==> config.mk <==
export PLATFORM = sky130hd
export DESIGN_NAME = wb_interconnect
export DESIGN_NICKNAME = d
export VERILOG_FILES = /design/src/rtl/wb_interconnect.sv
export SDC_FILE = /design/constraint.sdc
export NUM_CORES = 1
export LEC_CHECK = 0
export ABC_CLOCK_PERIOD_IN_PS = 2000
export CAP_MARGIN = 15
export CORE_AREA = 2 2 169 171
export CTS_CLUSTER_DIAMETER = 100
export DETAILED_ROUTE_END_ITERATION = 6
export DIE_AREA = 0 0 171 173
export PLACE_DENSITY_LB_ADDON = 0.05
export SYNTH_ARGS = -nofsm -noshare
export SYNTH_HDL_FRONTEND = slang
export SYNTH_SLANG_ARGS = --single-unit
==> constraint.sdc <==
create_clock -name sys_clk -period 2 [get_ports sys_clk]
set_clock_uncertainty 0.05 [all_clocks]
set_input_delay 0.4 -clock sys_clk [delete_from_list [all_inputs] [get_ports sys_clk]]
set_output_delay 0.4 -clock sys_clk [all_outputs]
set_load 0.01 [all_outputs]
==> src/rtl/wb_interconnect.sv <==
// Shared-bus Wishbone interconnect: round-robin arbitration among masters with bus
// lock, address decode to one slave, response routing, decode-miss error and watchdog.
module wb_interconnect #(
    parameter int DATA_WIDTH     = 32,
    parameter int ADDR_WIDTH     = 32,
    parameter int TAG_WIDTH      = 3,
    parameter int MASTER_COUNT   = 2,
    parameter int SLAVE_COUNT    = 2,
    parameter logic [SLAVE_COUNT*ADDR_WIDTH-1:0] SLAVE_ADDR = '0,
    parameter logic [SLAVE_COUNT*ADDR_WIDTH-1:0] SLAVE_MASK = '0,
    parameter int TIMEOUT_CYCLES = 255
) (
    input  logic                                  sys_clk,
    input  logic                                  sys_rst_n,
    input  logic [MASTER_COUNT-1:0]               master_cyc,
    input  logic [MASTER_COUNT-1:0]               master_stb,
    input  logic [MASTER_COUNT-1:0]               master_we,
    input  logic [MASTER_COUNT*TAG_WIDTH-1:0]     master_tag,
    input  logic [MASTER_COUNT*DATA_WIDTH/8-1:0]  master_sel,
    input  logic [MASTER_COUNT*ADDR_WIDTH-1:0]    master_adr,
    input  logic [MASTER_COUNT*DATA_WIDTH-1:0]    master_mosi,
    output logic [MASTER_COUNT*DATA_WIDTH-1:0]    master_miso,
    output logic [MASTER_COUNT-1:0]               master_ack,
    output logic [MASTER_COUNT-1:0]               master_err,
    output logic [SLAVE_COUNT-1:0]                slave_cyc,
    output logic [SLAVE_COUNT-1:0]                slave_stb,
    output logic [SLAVE_COUNT-1:0]                slave_we,
    output logic [SLAVE_COUNT*TAG_WIDTH-1:0]      slave_tag,
    output logic [SLAVE_COUNT*DATA_WIDTH/8-1:0]   slave_sel,
    output logic [SLAVE_COUNT*ADDR_WIDTH-1:0]     slave_adr,
    output logic [SLAVE_COUNT*DATA_WIDTH-1:0]     slave_mosi,
    input  logic [SLAVE_COUNT*DATA_WIDTH-1:0]     slave_miso,
    input  logic [SLAVE_COUNT-1:0]                slave_ack,
    input  logic [SLAVE_COUNT-1:0]                slave_err,
    output logic                                  grant_valid,
    output logic [((MASTER_COUNT > 1) ? $clog2(MASTER_COUNT) : 1)-1:0] grant_idx
);

    localparam int MW   = (MASTER_COUNT > 1) ? $clog2(MASTER_COUNT) : 1;
    localparam int SW   = (SLAVE_COUNT > 1) ? $clog2(SLAVE_COUNT) : 1;
    localparam int BW   = DATA_WIDTH / 8;
    localparam int WD_W = (TIMEOUT_CYCLES > 1) ? $clog2(TIMEOUT_CYCLES + 1) : 1;
    localparam logic [WD_W-1:0] WD_LIMIT = (TIMEOUT_CYCLES > 0) ? WD_W'(TIMEOUT_CYCLES - 1) : '0;

    typedef enum logic {IDLE, BUSY} state_e;

    state_e          state_q, state_d;
    logic [MW-1:0]   grant_q, grant_d;   // owner in BUSY, last owner in IDLE
    logic            miss_err_q, miss_err_d;
    logic [WD_W-1:0] wd_q, wd_d;

    logic                  busy;
    logic                  g_cyc, g_stb, g_we;
    logic [TAG_WIDTH-1:0]  g_tag;
    logic [BW-1:0]         g_sel;
    logic [ADDR_WIDTH-1:0] g_adr;
    logic [DATA_WIDTH-1:0] g_mosi;
    logic                  hit;
    logic [SW-1:0]         sel_idx;
    logic                  req_stb, s_ack, s_err, stalled, timeout;

    assign busy = (state_q == BUSY);

    // NOTE: every signal gets a default before any conditional write so no latch is inferred.
    always_comb begin
        g_cyc  = 1'b0;
        g_stb  = 1'b0;
        g_we   = 1'b0;
        g_tag  = '0;
        g_sel  = '0;
        g_adr  = '0;
        g_mosi = '0;
        if (busy) begin
            g_cyc  = master_cyc[grant_q];
            g_stb  = master_stb[grant_q];
            g_we   = master_we[grant_q];
            g_tag  = master_tag[int'(grant_q)*TAG_WIDTH +: TAG_WIDTH];
            g_sel  = master_sel[int'(grant_q)*BW +: BW];
            g_adr  = master_adr[int'(grant_q)*ADDR_WIDTH +: ADDR_WIDTH];
            g_mosi = master_mosi[int'(grant_q)*DATA_WIDTH +: DATA_WIDTH];
        end
    end

    // Descending scan so the lowest matching slave is the final assignment.
    always_comb begin
        hit     = 1'b0;
        sel_idx = '0;
        for (int i = SLAVE_COUNT - 1; i >= 0; i--) begin
            if ((g_adr & SLAVE_MASK[i*ADDR_WIDTH +: ADDR_WIDTH]) == SLAVE_ADDR[i*ADDR_WIDTH +: ADDR_WIDTH]) begin
                hit     = 1'b1;
                sel_idx = SW'(i);
            end
        end
    end

    assign req_stb = g_cyc & g_stb & hit;
    assign s_ack   = slave_ack[sel_idx];
    assign s_err   = slave_err[sel_idx];
    assign stalled = req_stb & ~s_ack & ~s_err;
    assign timeout = (TIMEOUT_CYCLES != 0) && stalled && (wd_q == WD_LIMIT);

    assign wd_d       = (!stalled || timeout) ? '0 : wd_q + WD_W'(1);
    assign miss_err_d = g_cyc & g_stb & ~hit & ~miss_err_q;

    always_comb begin
        state_d = state_q;
        grant_d = grant_q;
        unique case (state_q)
            IDLE: begin
                if (|master_cyc) begin
                    state_d = BUSY;
                    for (int k = MASTER_COUNT; k >= 1; k--) begin
                        if (master_cyc[(int'(grant_q) + k) % MASTER_COUNT])
                            grant_d = MW'((int'(grant_q) + k) % MASTER_COUNT);
                    end
                end
            end
            BUSY: begin
                if (!master_cyc[grant_q])
                    state_d = IDLE;
            end
            default: state_d = IDLE;
        endcase
    end

    // NOTE: sequential state uses non-blocking assignments so all registers update together.
    always_ff @(posedge sys_clk or negedge sys_rst_n) begin
        if (!sys_rst_n) begin
            state_q    <= IDLE;
            grant_q    <= MW'(MASTER_COUNT - 1);
            miss_err_q <= 1'b0;
            wd_q       <= '0;
        end else begin
            state_q    <= state_d;
            grant_q    <= grant_d;
            miss_err_q <= miss_err_d;
            wd_q       <= wd_d;
        end
    end

    always_comb begin
        slave_cyc  = '0;
        slave_stb  = '0;
        master_ack = '0;
        master_err = '0;
        if (g_cyc && hit && !timeout) begin
            slave_cyc[sel_idx] = 1'b1;
            slave_stb[sel_idx] = g_stb;
        end
        if (busy) begin
            master_ack[grant_q] = req_stb & s_ack & ~s_err;
            master_err[grant_q] = (req_stb & s_err) | miss_err_q | timeout;
        end
    end

    assign slave_we    = {SLAVE_COUNT{g_we}};
    assign slave_tag   = {SLAVE_COUNT{g_tag}};
    assign slave_sel   = {SLAVE_COUNT{g_sel}};
    assign slave_adr   = {SLAVE_COUNT{g_adr}};
    assign slave_mosi  = {SLAVE_COUNT{g_mosi}};
    assign master_miso = {MASTER_COUNT{(g_cyc && hit) ? slave_miso[int'(sel_idx)*DATA_WIDTH +: DATA_WIDTH] : {DATA_WIDTH{1'b0}}}};

    assign grant_valid = busy;
    assign grant_idx   = grant_q;

endmodule

==> impl_results.md <==
- Pleak: 3.27 nW
- Avg WL per Cell: 15.6 µm
- Crit path time final: 2.29 ns
- Worst EP arrival: 1.84 ns
- Routed Antenna Nets: 0
- Ys Warns: 0
- TritonRoute pass-1 iters: 3
- Area fraction of the dominant cell type after synthesis: 0.307
- R2R Path End: wd_q[3]$_DFF_PN0_
- Async S/R FF share, synth: 1.00
- FILL cells: 3151
- Congestion Overflow GR: 0
- Top cells by area, synth: buf_4 (31%), mux2i_1 (27%), nor2_1 (11%)
- Clk_lat worst skew: about 0.24 ns
- Met1 Use GR: 0.0911
- Largest net degree at the start of global routing: between 40 and 50
- Maximum fanout along the worst path: 8
- Num CTS Buffers: 3
- Vias/cell: around 3.4
- Layout cells sized above 1: 0.412
- Flop-to-flop setup slack: around 0.25 ns
- Height of the die: 173 µm
- Port bufs: 399
- Reg clk slew, reported paths: 0.04 ns
- DRC: 0
- Area Growth Syn to Fin: 139%
- Syn Std Cell Area: 2740 µm²
- Die W: 171 µm
- Sequential share of the synthesized area: 0.0917
- Initial Util: 0.0992
- Post-Route WL: 17000 µm
- Root Driver: clkbuf_16
- Predominant post-synthesis flop cell: dfrtp_1
- Vias in the first global route: around 3800
- Critical path class: flop to output port
- Most frequent cell after synthesis: buf_4
- Cells after Synth: 367
- Die ar.: 29600 µm²
- Leading area contributor after synthesis: buf_4
- Achievable frequency: 437 MHz
- WHS: 0.447 ns
- Met2 Usage GRT: 0.214
- Area after DPL: about 6600 µm²
- Clk buf depth: 2
- Slew Viols, Final: 0
- Hold WC Path Type: primary input to asynchronous set/reset pin
- I/O pins: approximately 440
- Row Count: 61
- CP required: 1.55 ns
- Final Hold Fails: 0
- GRT Util Overall: 0.0988
- Max-cap viol count: 0
- Clock sink total: 10
- Layout net count: between 900 and 1000
- Fin area: 6540 µm²
- Maximum VDD drop: 0.241 mV
- Worst setup margin: -0.288 ns
- DP HPWL: 13600 µm
- Placeable Area: 27600 µm²
- # diodes: 0
- CP startpoint kind: flop
- Synth unique cells: 38
- Final TNS setup: -36.82 ns
- GR Util met3: 0.0275
- P per Cell Area: 931 nW/µm²
- Routed via count: 3697
- Worst Setup End Kind: output port
- Commonest cells post-synth: buf_4 (112), nor2_1 (78), mux2i_1 (73)
- Htree depth: 1
- Synth Area per Inst: 7.47 µm²
- Fin crit share: 1.14
- Layer with the highest usage: met2
- GP Congestion: between 0.7 and 0.8
- Failing checks: setup timing
- #FFs+latches synth: 10
- CTS tree: yes
- First-pass GRT wire length: 22400 µm
- Cell count of the worst reg-to-reg path: 6
- Status: complete, but fails checks
- Initial antenna violation count: 0
- RSZ-0062 raised after global routing: true
- Post-synth EDFFs: 0
- Starting DRT DRC Count: 28
- Final setup fails: roughly 210
- Hold Buf Count CTS: 0
- R2r startpoint: grant_idx$_DFFE_PN1P_
layer usage:
layer,vias to the layer above,part of all wire,wire [µm]
li1,1786,-,-
met1,1658,0.33,5540
met2,247,0.57,9660
met3,6,0.099,1680
met4,0,0.0041,69
met5,-,0,0
flip-flops by register name, summed over array words and instances (netlist names):
signal       cells
wd_q             8
grant_idx        1
grant_valid      1
layout by cell type (no fill, tap or decap), types with 5 or more instances in the layout:
| cell type | instances |
|---|---|
| clkbuf_16 | 8 |
| clkdlybuf4s15_1 | 8 |
| clkdlybuf4s50_1 | 182 |
| dfrtp_1 | 9 |
| nor2_1 | 72 |
| and2_4 | 16 |
| dlygate4sd2_1 | 26 |
| and2_1 | 16 |
| buf_6 | 41 |
| buf_2 | 85 |
| nor2_2 | 6 |
| buf_4 | 35 |
| clkbuf_2 | 68 |
| mux2i_2 | 6 |
| nor3_1 | 5 |
| mux2i_1 | 63 |
| buf_12 | 6 |
worst max-delay path: stages (launching register included):
cell,delay (ns)
dfstp_4,0.70
buf_12,0.17
buf_4,0.12
and3_4,0.17
o211ai_4,0.08
o21a_1,0.22
buf_2,0.15
what timing repair did:
item,4_1_cts,5_1_grt
pin swaps,5,16
cloned,4,5
setup endpoints to repair,215,215
resized for setup,539,254
setup buffers,14,16
layout make-up:
| type | count | area, µm² | share of cell area |
|---|---|---|---|
| multi-input combinational | 227 | 1700 | 0.260 |
| clock buffer | 4 | 78.8 | 0.0120 |
| timing repair buffer | 464 | 4030 | 0.615 |
| tap | 378 | 473 | 0.0723 |
| sequential | 10 | 255 | 0.0390 |
| inverter | 3 | 11.3 | 0.00172 |
cells by family (layout without fill, tap and decap cells):
family / after synthesis / after routing / synth area share
DFF: 10 / 10 / 0.0917
adders and majority gates: 2 / 2 / 0.00913
other: 1 / 2 / 0.00137
AOI/OAI and AO/OA: 13 / 13 / 0.0411
buffers and inverters: 131 / 471 / 0.340
xor gates and xnor gates: 3 / 3 / 0.00959
and+or+nand+nor: 134 / 134 / 0.240
muxes: 73 / 73 / 0.267
report_power, final:
group          leakage, nW  internal, mW  switching [mW]  total [mW]
logic                 3.10          2.97            2.47        5.45
registers            0.134         0.236          0.0463       0.282
clock network       0.0382         0.267          0.0938       0.361
worst max path at each step:
stage                                      from         endpoint  slack, ns  cells after the start
after global routing      grant_idx$_DFFE_PN1P_   slave_mosi[24]      -0.35                      7
after global placement            master_cyc[1]  master_miso[12]      -0.58                      6
after floorplan           grant_idx$_DFFE_PN1P_    slave_adr[32]       0.05                      6
after CTS                 grant_idx$_DFFE_PN1P_    slave_adr[13]      -0.33                      6
after detailed placement          master_cyc[1]  master_miso[12]      -0.57                      6
final                     grant_idx$_DFFE_PN1P_     slave_cyc[0]      -0.29                      6
through the flow:
step	util	total power, mW	std cells	setup WS, ns
floorplan	-	3.01	368	0.0461
global placement	0.239	5.58	1047	-0.576
detailed placement	0.239	5.52	1047	-0.565
CTS	0.234	5.72	1068	-0.333
global route	0.237	6.54	1086	-0.348
finish	0.237	6.09	1086	-0.288
No activity file was read; power rests on OpenSTA's default activity.
